[src/rtl/fifo_reader.sv]
// fifo_reader: drains a commanded burst of bytes from the team FIFO into a 3-entry skid
// buffer and presents them on a valid/ready stream. Define FIFO_READER_CHECKSUM_EN for the XOR checksum.
module fifo_reader #(
    parameter int DATA_W = 8
) (
    input  logic              clk,
    input  logic              rst,
    input  logic              start,
    input  logic [7:0]        burst_len,
    input  logic              fifo_empty,
    input  logic [DATA_W-1:0] fifo_data,
    output logic              fifo_r_en,
    output logic              m_valid,
    output logic [DATA_W-1:0] m_data,
    input  logic              m_ready,
    output logic              busy,
    output logic              done,
    output logic [7:0]        count,
    output logic [DATA_W-1:0] checksum
);

    localparam logic [1:0] S_IDLE  = 2'd0;
    localparam logic [1:0] S_RUN   = 2'd1;
    localparam logic [1:0] S_FLUSH = 2'd2;
    localparam logic [1:0] S_DONE  = 2'd3;

    logic [1:0]        state;
    logic [1:0]        state_nxt;
    logic [7:0]        remaining;
    logic              inflight;
    logic [DATA_W-1:0] buf_mem [0:2];
    logic [1:0]        wr_ptr;
    logic [1:0]        rd_ptr;
    logic [1:0]        buf_count;
    logic [2:0]        credit_used;
    logic              capture;
    logic              pop;
    logic              start_ok;

    function automatic logic [1:0] next_ptr(input logic [1:0] p);
        return (p == 2'd2) ? 2'd0 : p + 2'd1;
    endfunction

    // A read is only issued when the buffer is guaranteed room for it once it lands.
    assign credit_used = {1'b0, buf_count} + {2'b00, inflight};
    assign fifo_r_en   = (state == S_RUN) && (remaining != 8'd0) && !fifo_empty
                         && (credit_used < 3'd3);

    assign capture  = inflight;
    assign m_valid  = (buf_count != 2'd0);
    assign m_data   = buf_mem[rd_ptr];
    assign pop      = m_valid && m_ready;
    assign busy     = (state != S_IDLE);
    assign done     = (state == S_DONE);
    assign start_ok = (state == S_IDLE) && start;

    always_comb begin
        state_nxt = state;
        case (state)
            S_IDLE: begin
                if (start) begin
                    state_nxt = (burst_len == 8'd0) ? S_DONE : S_RUN;
                end
            end
            S_RUN: begin
                if (fifo_r_en && (remaining == 8'd1)) begin
                    state_nxt = S_FLUSH;
                end
            end
            S_FLUSH: begin
                // Leave as soon as the final byte is being handed off, so done follows it directly.
                if (!inflight && ((buf_count == 2'd0) || ((buf_count == 2'd1) && pop))) begin
                    state_nxt = S_DONE;
                end
            end
            default: state_nxt = S_IDLE;
        endcase
    end

    always_ff @(posedge clk or posedge rst) begin
        if (rst) begin
            state     <= S_IDLE;
            remaining <= 8'd0;
            inflight  <= 1'b0;
        end else begin
            state    <= state_nxt;
            inflight <= fifo_r_en;
            if (start_ok) begin
                remaining <= burst_len;
            end else if (fifo_r_en) begin
                remaining <= remaining - 8'd1;
            end
        end
    end

    always_ff @(posedge clk or posedge rst) begin
        if (rst) begin
            for (int i = 0; i < 3; i++) begin
                buf_mem[i] <= '0;
            end
            wr_ptr    <= 2'd0;
            rd_ptr    <= 2'd0;
            buf_count <= 2'd0;
        end else begin
            if (capture) begin
                buf_mem[wr_ptr] <= fifo_data;
                wr_ptr          <= next_ptr(wr_ptr);
            end
            if (pop) begin
                rd_ptr <= next_ptr(rd_ptr);
            end
            case ({capture, pop})
                2'b10:   buf_count <= buf_count + 2'd1;
                2'b01:   buf_count <= buf_count - 2'd1;
                default: buf_count <= buf_count;
            endcase
        end
    end

    always_ff @(posedge clk or posedge rst) begin
        if (rst) begin
            count <= 8'd0;
        end else if (start_ok) begin
            count <= 8'd0;
        end else if (pop) begin
            count <= count + 8'd1;
        end
    end

`ifdef FIFO_READER_CHECKSUM_EN
    logic [DATA_W-1:0] checksum_q;

    always_ff @(posedge clk or posedge rst) begin
        if (rst) begin
            checksum_q <= '0;
        end else if (start_ok) begin
            checksum_q <= '0;
        end else if (pop) begin
            checksum_q <= checksum_q ^ m_data;
        end
    end

    assign checksum = checksum_q;
`else
    assign checksum = '0;
`endif

endmodule

[config.mk]
export PLATFORM = sky130hd
export DESIGN_NAME = fifo_reader
export DESIGN_NICKNAME = d
export VERILOG_FILES = /design/src/rtl/fifo_reader.sv
export SDC_FILE = /design/constraint.sdc
export NUM_CORES = 1
export LEC_CHECK = 0
export CORE_UTILIZATION = 28
export CTS_CLUSTER_SIZE = 24
export DETAILED_ROUTE_END_ITERATION = 8
export MAX_ROUTING_LAYER = met4
export PLACE_DENSITY = 0.54
export SLEW_MARGIN = 20
export SYNTH_ARGS = -nofsm -noshare
export SYNTH_HDL_FRONTEND = slang
export SYNTH_SLANG_ARGS = --single-unit
[constraint.sdc]
create_clock -name clk -period 5.5 [get_ports clk]
set_clock_uncertainty 0.1 [all_clocks]
set_input_delay 0.55 -clock clk [delete_from_list [all_inputs] [get_ports clk]]
set_output_delay 0.55 -clock clk [all_outputs]
set_load 0.02 [all_outputs]
### After elaboration in Yosys (flattened, before gate mapping)

Cells that the tools add are included.

| operators by class | value |
|---|---|
| $add $sub $neg | 7 |
| order comparisons | 4 |
| eq/ne operators | 12 |
| multiplexer cells | 18 |
| bitwise gates (word level) | 2 |
| reduce and logical (&&, ||, !) cells | 22 |

Operators by type and width:

| kind | count |
|---|---|
| $mux 8 | 7 |
| $bwmux 24 | 1 |
| $bmux 8 s2 | 1 |
| $demux 8 s2 | 1 |
| $mux 2 | 6 |
| $eq 2x2->1 const B | 5 |
| $reduce_bool 2->1 | 5 |
| $logic_and 1x1->1 | 9 |
| $add 8x1->8 const B | 1 |
| $eq 8x1->1 const B | 1 |
| $logic_not 8->1 | 1 |
| $reduce_bool 8->1 | 1 |
| $sub 8x1->8 const B | 1 |
| $add 2x1->2 const B | 3 |
| $eq 2x1->1 const B | 3 |
| $ge 3x3->1 const B | 2 |
| $not 2->3 | 2 |
| $pmux 2 s3 | 1 |
| $logic_not 2->1 | 2 |
| $ne 2x2->1 const B | 2 |
| $pmux 2 s2 | 1 |
| $add 2x1->3 | 1 |
| $lt 3x1->1 const B | 1 |
| $lt 3x2->1 const B | 1 |
| 5 further kinds | 6 |

| word-level totals | value |
|---|---|
| bits in registers | 49 |
| input bits | 21 |
| output and inout port bits | 28 |

### Logic depth before layout (Yosys ltp)

Gate-level depths: netlist of the first run.

| logic depth | value |
|---|---|
| depth after elaboration | 7 |
| mapped depth | 7 |
| gate-level depth less buffers | 7 |

### Least setup slack after synthesis of the first run

Ideal clock, no wire load.

| path | value |
|---|---|
| path kind | register to output |
| start point | register buf_count[0] |
| end point | output fifo_r_en |
| data arrival time | 1.775 ns |
| data required time | 4.850 ns |
| path slack | 3.075 ns |
| stages on the path, launching flop included | 6 |
| path through | dfrtp_1 > ha_1 > ha_1 > a211o_1 > a211o_2 > inv_1 |

| on the way | value |
|---|---|
| cells in the longest elaborated chain, start to end | 3 |

Ends and longest elaborated chain:

| what | RTL line | text |
|---|---|---|
| from (decl) | 34 | `logic [1:0] buf_count;` |
| from (signal assigned) | 113 | `2'b10: buf_count <= buf_count + 2'd1;` |
| from (signal assigned) | 114 | `2'b01: buf_count <= buf_count - 2'd1;` |
| from (signal assigned) | 115 | `default: buf_count <= buf_count;` |
| $add 2x1->3 | 45 | `assign credit_used = {1'b0, buf_count} + {2'b00, inflight};` |
| $lt 3x2->1 | 47 | `&& (credit_used < 3'd3);` |
| $logic_and 1x1->1 | 47 |  |
| to (decl) | 12 | `output logic fifo_r_en,` |

Every way passes these cells.

### Worst setup path in the final report of the first run

Ends and elaborated chain as after synthesis.

==> qor.csv, run 1 <==
metric;value;unit
status;finished with violations;
violations;design-rule violations;
maxCapViolCount;0;
first_global_vias;1965;
gp_congestion;0.791;
crit-reg2reg-launch;buf_count[0];
grt.busiest_layer;met2;
clock.fmax;291;MHz
die_area;0.00969;mm²
cts.clk_slew.worst_paths;0.09;ns
p_per_area;539;mW/mm²
post_cts_buffers;0;
yosys-top-cells-count;49 x dfrtp_1, 25 x mux2_2, 21 x nor2_1;
grt_use_met3;2.77;%
cp.arrival;2.79;ns
crit_top_cell;ha_1;
grt_overflow;0;
root_buffer;clkbuf_8;
cts_sinks;49;
period_share;62.5;%
p_leak;1.33;nW
avgSynthCellArea;10.8;µm²
grt_use_met2;19.0;%
slew_viol_final;0;
tightestPinTransition;0.864;ns
synth_most_common_cell;dfrtp_1;
drc;7;
slew_headroom;42.3;%
rsz0062_at_grt;no;
slowest_delay;0.65;ns
worstHoldStart;buf_mem[11];
ant_nets;0;
drt_iter0_markers;53;
end_kind;output pin;
cp-start-kind;flop;
diodes;0;
grt_max_degree;50;
synth_warnings;0;
final_hold_viol_count;0;
place_area;0.00308;mm²
cp_cell_sequence;ha_1, ha_1, a211o_1, a211o_2, inv_1, clkdlybuf4s50_1;
crit_start;buf_count[0];
nets;317;
cp_slowest_cell;clkdlybuf4s50_1;
vias_per_cell;4.66;
port_buffers;40;
worst_hold_path.endpoint;buf_mem[11];
final_area;0.00317;mm²
synth.distinct_cells;45;
critical_path_class;flop to output pin;
design.core.area;0.00885;mm²
groute.usage.overall;12.2;%
peakVddDrop;188;µV
synthTopCellsByArea;dfrtp_1 47%, mux2_2 11%, ha_1 6.7%, mux2i_1 4.2%, o21ai_0 3.1%;
ys.flop_type;dfrtp_1;
tns;0;ns
r2r_cells;6;
hpwl;3830;µm
cp_max_fo;9;
rr_endpoint;remaining[3];
hp-class;flop to flop;
setup_viol;0;
die_w;98.5;µm
async_reset_ff_share;100;%
fin_crit;3.44;ns
num_rows;34;
required;4.85;ns
cts_tree;yes;
clkLatencyLatePin;0.30;ns
totalWireLength;5260;µm
synth_largest_area_cell;dfrtp_1;
min_path_cells;1;
syn_inst;242;
cts_hold_buf;0;
wl_per_cell;13.4;µm
io_pins;49;
use_met1;16.1;%
pre_cts_ws;2.35;ns
fp.dieH;98.5;µm
ys_seq_elements;49;
cts_buffers;5;
start_util;29.4;%
finalPower;1.71;mW
antenna_found_initial;0;
first_pass_iters;6;
synth_top_area_share;47.1;%
syn_to_final_growth;21.7;%
post_cts_resized;0;
synth_seq_area_share;47.1;%
synth_edf_count;0;
syn-cell-area;0.00260;mm²
htree_levels;2;
drive_above_1_share;14.8;%
reg2reg_slack;3.04;ns
instances_no_fill;391;
setup_ws;2.06;ns
vias;1821;
clk_path_buf_depth;2;
grt_pass1_wl;9260;µm
post-place-cells;383;
## where the power goes
| group | internal, mW | switching [mW] | leakage (nW) |
|---|---|---|---|
| sequential | 0.524 | 0.152 | 0.593 |
| clock | 0.0903 | 0.123 | 0.0385 |
| combinational | 0.424 | 0.394 | 0.702 |
| total | 1.04 | 0.669 | 1.33 |
## worst max-delay path by stage
| stage | to | slack, ns | cells after the start |
|---|---|---|---|
| 3_5_place_dp | fifo_r_en | 2.35 | 5 |
| 5_1_grt | fifo_r_en | 1.93 | 6 |
| 4_1_cts | fifo_r_en | 2.03 | 6 |
| 3_3_place_gp | fifo_r_en | 2.36 | 5 |
| 6_report | fifo_r_en | 2.06 | 6 |
| 2_1_floorplan | fifo_r_en | 3.08 | 5 |
## final cells by class
type,instances,area (µm²)
Fill cell,906,5680
Multi-Input combinational cell,172,1270
Sequential cell,49,1230
Timing Repair Buffer,40,400
Tap cell,108,135
Clock buffer,7,76.3
Inverter,14,53.8
Clock inverter,1,7.51
## layer usage
| metal | vias up | routed length (µm) |
|---|---|---|
| met1 | 858 | 2600 |
| met2 | 45 | 2380 |
| met4 | 0 | 42 |
| li1 | 911 | - |
| met5 | - | 0 |
| met3 | 7 | 242 |
## critical path, delay by kind of cell (launching register included)
kind	cells	cell delay (ns)
fa+ha+maj	2	0.48
flops	1	0.43
compound gates	2	0.72
buf+inv	2	0.85
## registers in the layout, summed over array words and instances (netlist names)
signal and count:
remaining 8, count 8, rd_ptr 2, state 2
capture 1, wr_ptr 2, buf_mem 24, buf_count 2
## cell usage in the layout (no fill, tap or decap), drive strengths merged, types with 4 or more instances in the layout
cell,instances
ha,14
dfrtp,49
xnor2,7
mux2,26
clkdlybuf4s50,40
a31oi,5
nand4,4
nand2,20
o21ai,16
nor2,21
mux2i,11
conb,8
clkbuf,7
inv,13
## per-stage QoR
step,util [%],hold slack (ns)
after floorplan,-,0.379
after global routing,35.8,0.426
after CTS,35.8,0.415
final,35.8,0.411
after global placement,34.9,0.386
after detailed placement,34.9,0.395
## cells by family after synthesis
logic type / share of synthesized area [%]
AND/OR/NAND/NOR: 13.8
flip-flops: 47.1
multiplexers: 15.6
AO/OA/AOI/OAI: 8.12
buffers and inverters: 5.19
adder cells (fa/ha/maj): 6.72
XOR/XNOR: 3.36
other: 0.144
(Power assumes the default switching activity.)
==> inputs of run 2 (changes only) <==
==> constraint.sdc (replaced) <==
create_clock -name clk -period 3.4 [get_ports clk]
set_clock_uncertainty 0.1 [all_clocks]
set_input_delay 0.34 -clock clk [delete_from_list [all_inputs] [get_ports clk]]
set_output_delay 0.34 -clock clk [all_outputs]
set_load 0.02 [all_outputs]
==> run 2 against run 1 <==
  * Setup slack got worse by 1.9 ns
  * Combinational power rose by 63%
  * Register-to-register slack got worse by 2.1 ns
  * Critical path depth did not move
  * Largest cell class unchanged
  * Highest routed layer is now met3
  * Cell count fell by 0.26%
  * The flow still finishes with violations (design-rule violations)
  * Clock power rose by 67%
  * Critical path type unchanged
  * Design area rose by 0.20%
==> qor.csv, run 2 (synthesis results as in run 1) <==
metric;value;unit;change
status;finished with violations;;unchanged
violations;design-rule violations;;unchanged
cp_slowest_cell;clkdlybuf4s50_1;;unchanged
final_hold_viol_count;0;;unchanged
top_regs;buf_mem: 24 flops, count: 8 flops, remaining: 8 flops;;unchanged
tns;0;ns;unchanged
totalWireLength;5260;µm;about the same
vias_per_cell;4.61;;was 4.66
slowest_delay;0.65;ns;about the same
cts_sinks;49;;unchanged
drc;2;;was 7
cts_tree;yes;;unchanged
crit_top_cell;ha_1;;unchanged
wl_per_cell;13.5;µm;was 13.4 µm
regMostFlops;buf_mem;;unchanged
crit-reg2reg-launch;buf_count[0];;unchanged
cp_max_fo;9;;unchanged
grt_max_degree;50;;unchanged
cts_buffers;5;;unchanged
cp.arrival;2.80;ns;was 2.79 ns
drive_above_1_share;15.2;%;was 14.8%
antenna_found_initial;0;;unchanged
r2r_cells;6;;unchanged
slew_headroom;42.2;%;was 42.3%
cts_hold_buf;0;;unchanged
io_pins;49;;unchanged
largest_reg_flops;24;;unchanged
place_area;0.00308;mm²;unchanged
num_rows;34;;unchanged
slew_viol_final;0;;unchanged
use_met1;16.0;%;was 16.1%
final_cell_mix;49 x dfrtp_1, 40 x clkdlybuf4s50_1, 25 x mux2_2, 21 x nor2_1, 20 x nand2_1;;unchanged
post_cts_resized;0;;unchanged
grt_use_met3;2.84;%;was 2.77%
post_cts_buffers;0;;unchanged
die_area;0.00969;mm²;unchanged
grt_use_met2;19.3;%;was 19.0%
final_common_cell;dfrtp_1;;unchanged
p_per_area;874;mW/mm²;was 539 mW/mm²
final_area;0.00318;mm²;was 0.00317 mm²
ant_nets;0;;unchanged
fin_util;35.9;%;was 35.8%
grt_overflow;0;;unchanged
nets;317;;unchanged
groute.usage.overall;12.1;%;was 12.2%
grt.busiest_layer;met2;;unchanged
cp-start-kind;flop;;unchanged
first_global_vias;1903;;was 1965
peakVddDrop;250;µV;was 188 µV
tightestPinTransition;0.867;ns;was 0.864 ns
required;2.96;ns;was 4.85 ns
fp.dieH;98.5;µm;unchanged
die_w;98.5;µm;unchanged
fin_hold_ws;0.413;ns;was 0.411 ns
syn_to_final_growth;21.9;%;was 21.7%
clk_path_buf_depth;2;;unchanged
root_buffer;clkbuf_8;;unchanged
vias;1798;;was 1821
grt_pass1_wl;9270;µm;was 9260 µm
maxCapViolCount;0;;unchanged
clock.fmax;308;MHz;
drt_iter0_markers;47;;was 53
htree_levels;2;;unchanged
rsz0062_at_grt;no;;unchanged
p_leak;1.34;nW;was 1.33 nW
setup_viol;0;;unchanged
setup_ws;0.157;ns;was 2.06 ns
end_kind;output pin;;unchanged
period_share;95.4;%;
port_buffers;40;;unchanged
critical_path_class;flop to output pin;;unchanged
diodes;0;;unchanged
crit_start;buf_count[0];;unchanged
design.core.area;0.00885;mm²;unchanged
first_pass_iters;9;;was 6
clkLatencyLatePin;0.29;ns;was 0.30 ns
cp_cell_sequence;ha_1, ha_1, a211o_1, a211o_2, inv_1, clkdlybuf4s50_1;;unchanged
start_util;29.4;%;unchanged
hp-class;primary input to asynchronous set/reset pin;;was flop to flop
hpwl;3770;µm;was 3830 µm
pre_cts_ws;0.492;ns;was 2.35 ns
cts.clk_slew.worst_paths;0.09;ns;about the same
reg2reg_slack;0.93;ns;was 3.04 ns
gp_congestion;0.777;;was 0.791
fin_crit;3.24;ns;
## run 2: changes by cell type in the layout (fill, tap and decap cells not counted)
cell,before,now
clkbuf_1,2,0
clkbuf_8,5,6
## run 2: power breakdown
group / total (mW) / leakage, nW / switching (mW) / internal (mW)
clock: 0.356 / 0.0433 / 0.194 / 0.161
sequential: 1.09 / 0.593 / 0.245 / 0.848
combinational: 1.33 / 0.702 / 0.641 / 0.685
## run 2: metrics by stage
step	instances	power [mW]
final	390	2.78
after global routing	390	3.02
after CTS	390	2.81
after detailed placement	383	2.45
after global placement	383	2.42
after floorplan	249	1.98
## run 2: metal layers
| layer | up-vias | wire (µm) |
|---|---|---|
| li1 | 908 | - |
| met1 | 850 | 2630 |
| met2 | 40 | 2430 |
| met3 | 0 | 203 |
| met4 | 0 | 0 |
| met5 | - | 0 |
## run 2: worst max-delay path, delay by kind of cell, from the launching register on
kind | cells | cell delay (ns)
AOI/OAI and AO/OA | 2 | 0.73
adders and majority gates | 2 | 0.49
buffers and inverters | 2 | 0.86
DFF | 1 | 0.43
## run 2: final timing paths
path / endpoint
min in group clk: buf_mem[16]
min: buf_mem[7]
min reg2reg: buf_mem[16]
max reg2reg: remaining[3]
max: fifo_r_en
max in group asynchronous: buf_mem[15]
## run 2: cell type report
| cell class | count | area, µm² |
|---|---|---|
| Inverter | 14 | 53.8 |
| Clock inverter | 1 | 7.51 |
| Clock buffer | 6 | 82.6 |
| Tap cell | 108 | 135 |
| Timing Repair Buffer | 40 | 400 |
| Sequential cell | 49 | 1230 |
| Fill cell | 923 | 5670 |
| Multi-Input combinational cell | 172 | 1270 |
==> inputs of run 3 (changes only) <==
--- a/config.mk
+++ b/config.mk
@@ -5,11 +5,15 @@
 export SDC_FILE = /design/constraint.sdc
 export NUM_CORES = 1
 export LEC_CHECK = 0
+export ABC_CLOCK_PERIOD_IN_PS = 3400
+export CELL_PAD_IN_SITES_DETAIL_PLACEMENT = 0
+export CELL_PAD_IN_SITES_GLOBAL_PLACEMENT = 1
 export CORE_UTILIZATION = 28
+export CTS_CLUSTER_DIAMETER = 60
 export CTS_CLUSTER_SIZE = 24
 export DETAILED_ROUTE_END_ITERATION = 8
 export MAX_ROUTING_LAYER = met4
-export PLACE_DENSITY = 0.54
+export PLACE_DENSITY = 0.64
 export SLEW_MARGIN = 20
 export SYNTH_ARGS = -nofsm -noshare
 export SYNTH_HDL_FRONTEND = slang
==> run 3 against run 2 <==
  * The flow now finishes without violations
  * Total power grew 0.18%
  * Count of clock-buffer cells in the layout stayed put
  * Utilization is 0.071 points higher
  * Critical path depth is the same
  * Setup slack improved by 0.013 ns
  * Largest power group unchanged
==> qor.csv, run 3 (synthesis results as in run 1) <==
metric;value;unit;change
status;complete, no violations;;was finished with violations
reg2reg_slack;0.94;ns;was 0.93 ns
final_cell_mix;49 x dfrtp_1, 40 x clkdlybuf4s50_1, 25 x mux2_2, 21 x nor2_1, 20 x nand2_1;;unchanged
antenna_found_initial;0;;unchanged
slew_headroom;41.9;%;was 42.2%
clock.fmax;310;MHz;was 308 MHz
p_per_area;874;mW/mm²;about the same
totalWireLength;5280;µm;was 5260 µm
gp_congestion;0.740;;was 0.777
regMostFlops;buf_mem;;unchanged
rsz0062_at_grt;no;;unchanged
slew_viol_final;0;;unchanged
nets;317;;unchanged
cts_tree;yes;;unchanged
grt_use_met2;18.9;%;was 19.3%
wl_per_cell;13.5;µm;about the same
htree_levels;2;;unchanged
final_area;0.00318;mm²;about the same
die_w;98.5;µm;unchanged
clk_path_buf_depth;2;;unchanged
grt_pass1_wl;9200;µm;was 9270 µm
num_rows;34;;unchanged
cts_buffers;5;;unchanged
start_util;29.4;%;unchanged
period_share;95.0;%;was 95.4%
die_area;0.00969;mm²;unchanged
critical_path_class;flop to output pin;;unchanged
design.core.area;0.00885;mm²;unchanged
root_buffer;clkbuf_8;;unchanged
hpwl;3710;µm;was 3770 µm
ant_nets;0;;unchanged
finalPower;2.78;mW;about the same
syn_to_final_growth;22.1;%;was 21.9%
use_met1;16.8;%;was 16.0%
cp-start-kind;flop;;unchanged
cp.arrival;2.79;ns;was 2.80 ns
p_leak;1.35;nW;was 1.34 nW
fp.dieH;98.5;µm;unchanged
hp-class;primary input to asynchronous set/reset pin;;unchanged
first_global_vias;1854;;was 1903
final_common_cell;dfrtp_1;;unchanged
peakVddDrop;396;µV;was 250 µV
groute.usage.overall;12.4;%;was 12.1%
clkLatencyLatePin;0.30;ns;was 0.29 ns
first_pass_iters;6;;was 9
grt.busiest_layer;met2;;unchanged
io_pins;49;;unchanged
tns;0;ns;unchanged
drc;0;;was 2
cts.clk_slew.worst_paths;0.09;ns;about the same
end_kind;output pin;;unchanged
cts_hold_buf;0;;unchanged
vias;1801;;was 1798
grt_max_degree;50;;unchanged
r2r_cells;6;;unchanged
crit-reg2reg-launch;buf_count[0];;unchanged
post_cts_buffers;0;;unchanged
setup_viol;0;;unchanged
drt_iter0_markers;65;;was 47
rr_endpoint;remaining[3];;unchanged
place_area;0.00308;mm²;unchanged
vias_per_cell;4.61;;about the same
grt_overflow;0;;unchanged
tightestPinTransition;0.871;ns;was 0.867 ns
grt_use_met3;2.77;%;was 2.84%
cts_sinks;49;;unchanged
fin_crit;3.23;ns;was 3.24 ns
port_buffers;40;;unchanged
cp_max_fo;9;;unchanged
required;2.96;ns;about the same
largest_reg_flops;24;;unchanged
post_cts_resized;0;;unchanged
maxCapViolCount;0;;unchanged
diodes;0;;unchanged
drive_above_1_share;15.5;%;was 15.2%
final_hold_viol_count;0;;unchanged
top_regs;buf_mem: 24 flops, count: 8 flops, remaining: 8 flops;;unchanged
==> run 3: worst max-delay path by stage <==
stage | slack [ns] | start | end | cells after the start
2_1_floorplan | 1.07 | buf_count[0] | remaining[3] | 6
3_3_place_gp | 0.52 | buf_count[0] | fifo_r_en | 6
3_5_place_dp | 0.50 | buf_count[0] | fifo_r_en | 6
4_1_cts | 0.15 | buf_count[0] | fifo_r_en | 6
5_1_grt | 0.04 | buf_count[0] | fifo_r_en | 6
6_report | 0.17 | buf_count[0] | fifo_r_en | 6
==> run 3: layout make-up <==
| cell class | count | area [µm²] |
|---|---|---|
| clock inverters | 2 | 13.8 |
| well taps | 108 | 135 |
| flip-flops and latches | 49 | 1230 |
| inverters | 14 | 53.8 |
| clock buffers | 6 | 82.6 |
| multi-input cells | 172 | 1270 |
| repair buffers | 40 | 400 |
| fillers | 910 | 5670 |
==> run 3: per-stage QoR <==
step | hold WS, ns | setup WS (ns) | std cells | util, %
5_1_grt | 0.424 | 0.0356 | 391 | 36.0
2_1_floorplan | 0.357 | 1.07 | 249 | -
6_report | 0.402 | 0.170 | 391 | 36.0
3_3_place_gp | 0.387 | 0.515 | 383 | 34.9
4_1_cts | 0.417 | 0.150 | 391 | 35.9
3_5_place_dp | 0.395 | 0.496 | 383 | 34.9
==> run 3: routing by layer <==
layer | part of all wire [%] | up-vias | wire length, µm
met5 | 0 | - | 0
met4 | 0.76 | 0 | 40
met3 | 3.7 | 5 | 197
met2 | 45 | 40 | 2370
met1 | 51 | 845 | 2670
li1 | - | 911 | -
==> run 3: power by group <==
part           switching [mW]  total, mW  internal (mW)
sequential              0.241       1.09          0.847
combinational           0.636       1.32          0.685
clock                   0.205      0.371          0.165
total                    1.08       2.78           1.70
==> run 3: worst max-delay path, cell delays in order, from the launching register on <==
cell	delay [ns]
dfrtp_1	0.43
ha_1	0.22
ha_1	0.26
a211o_1	0.33
a211o_2	0.39
inv_1	0.21
clkdlybuf4s50_1	0.65
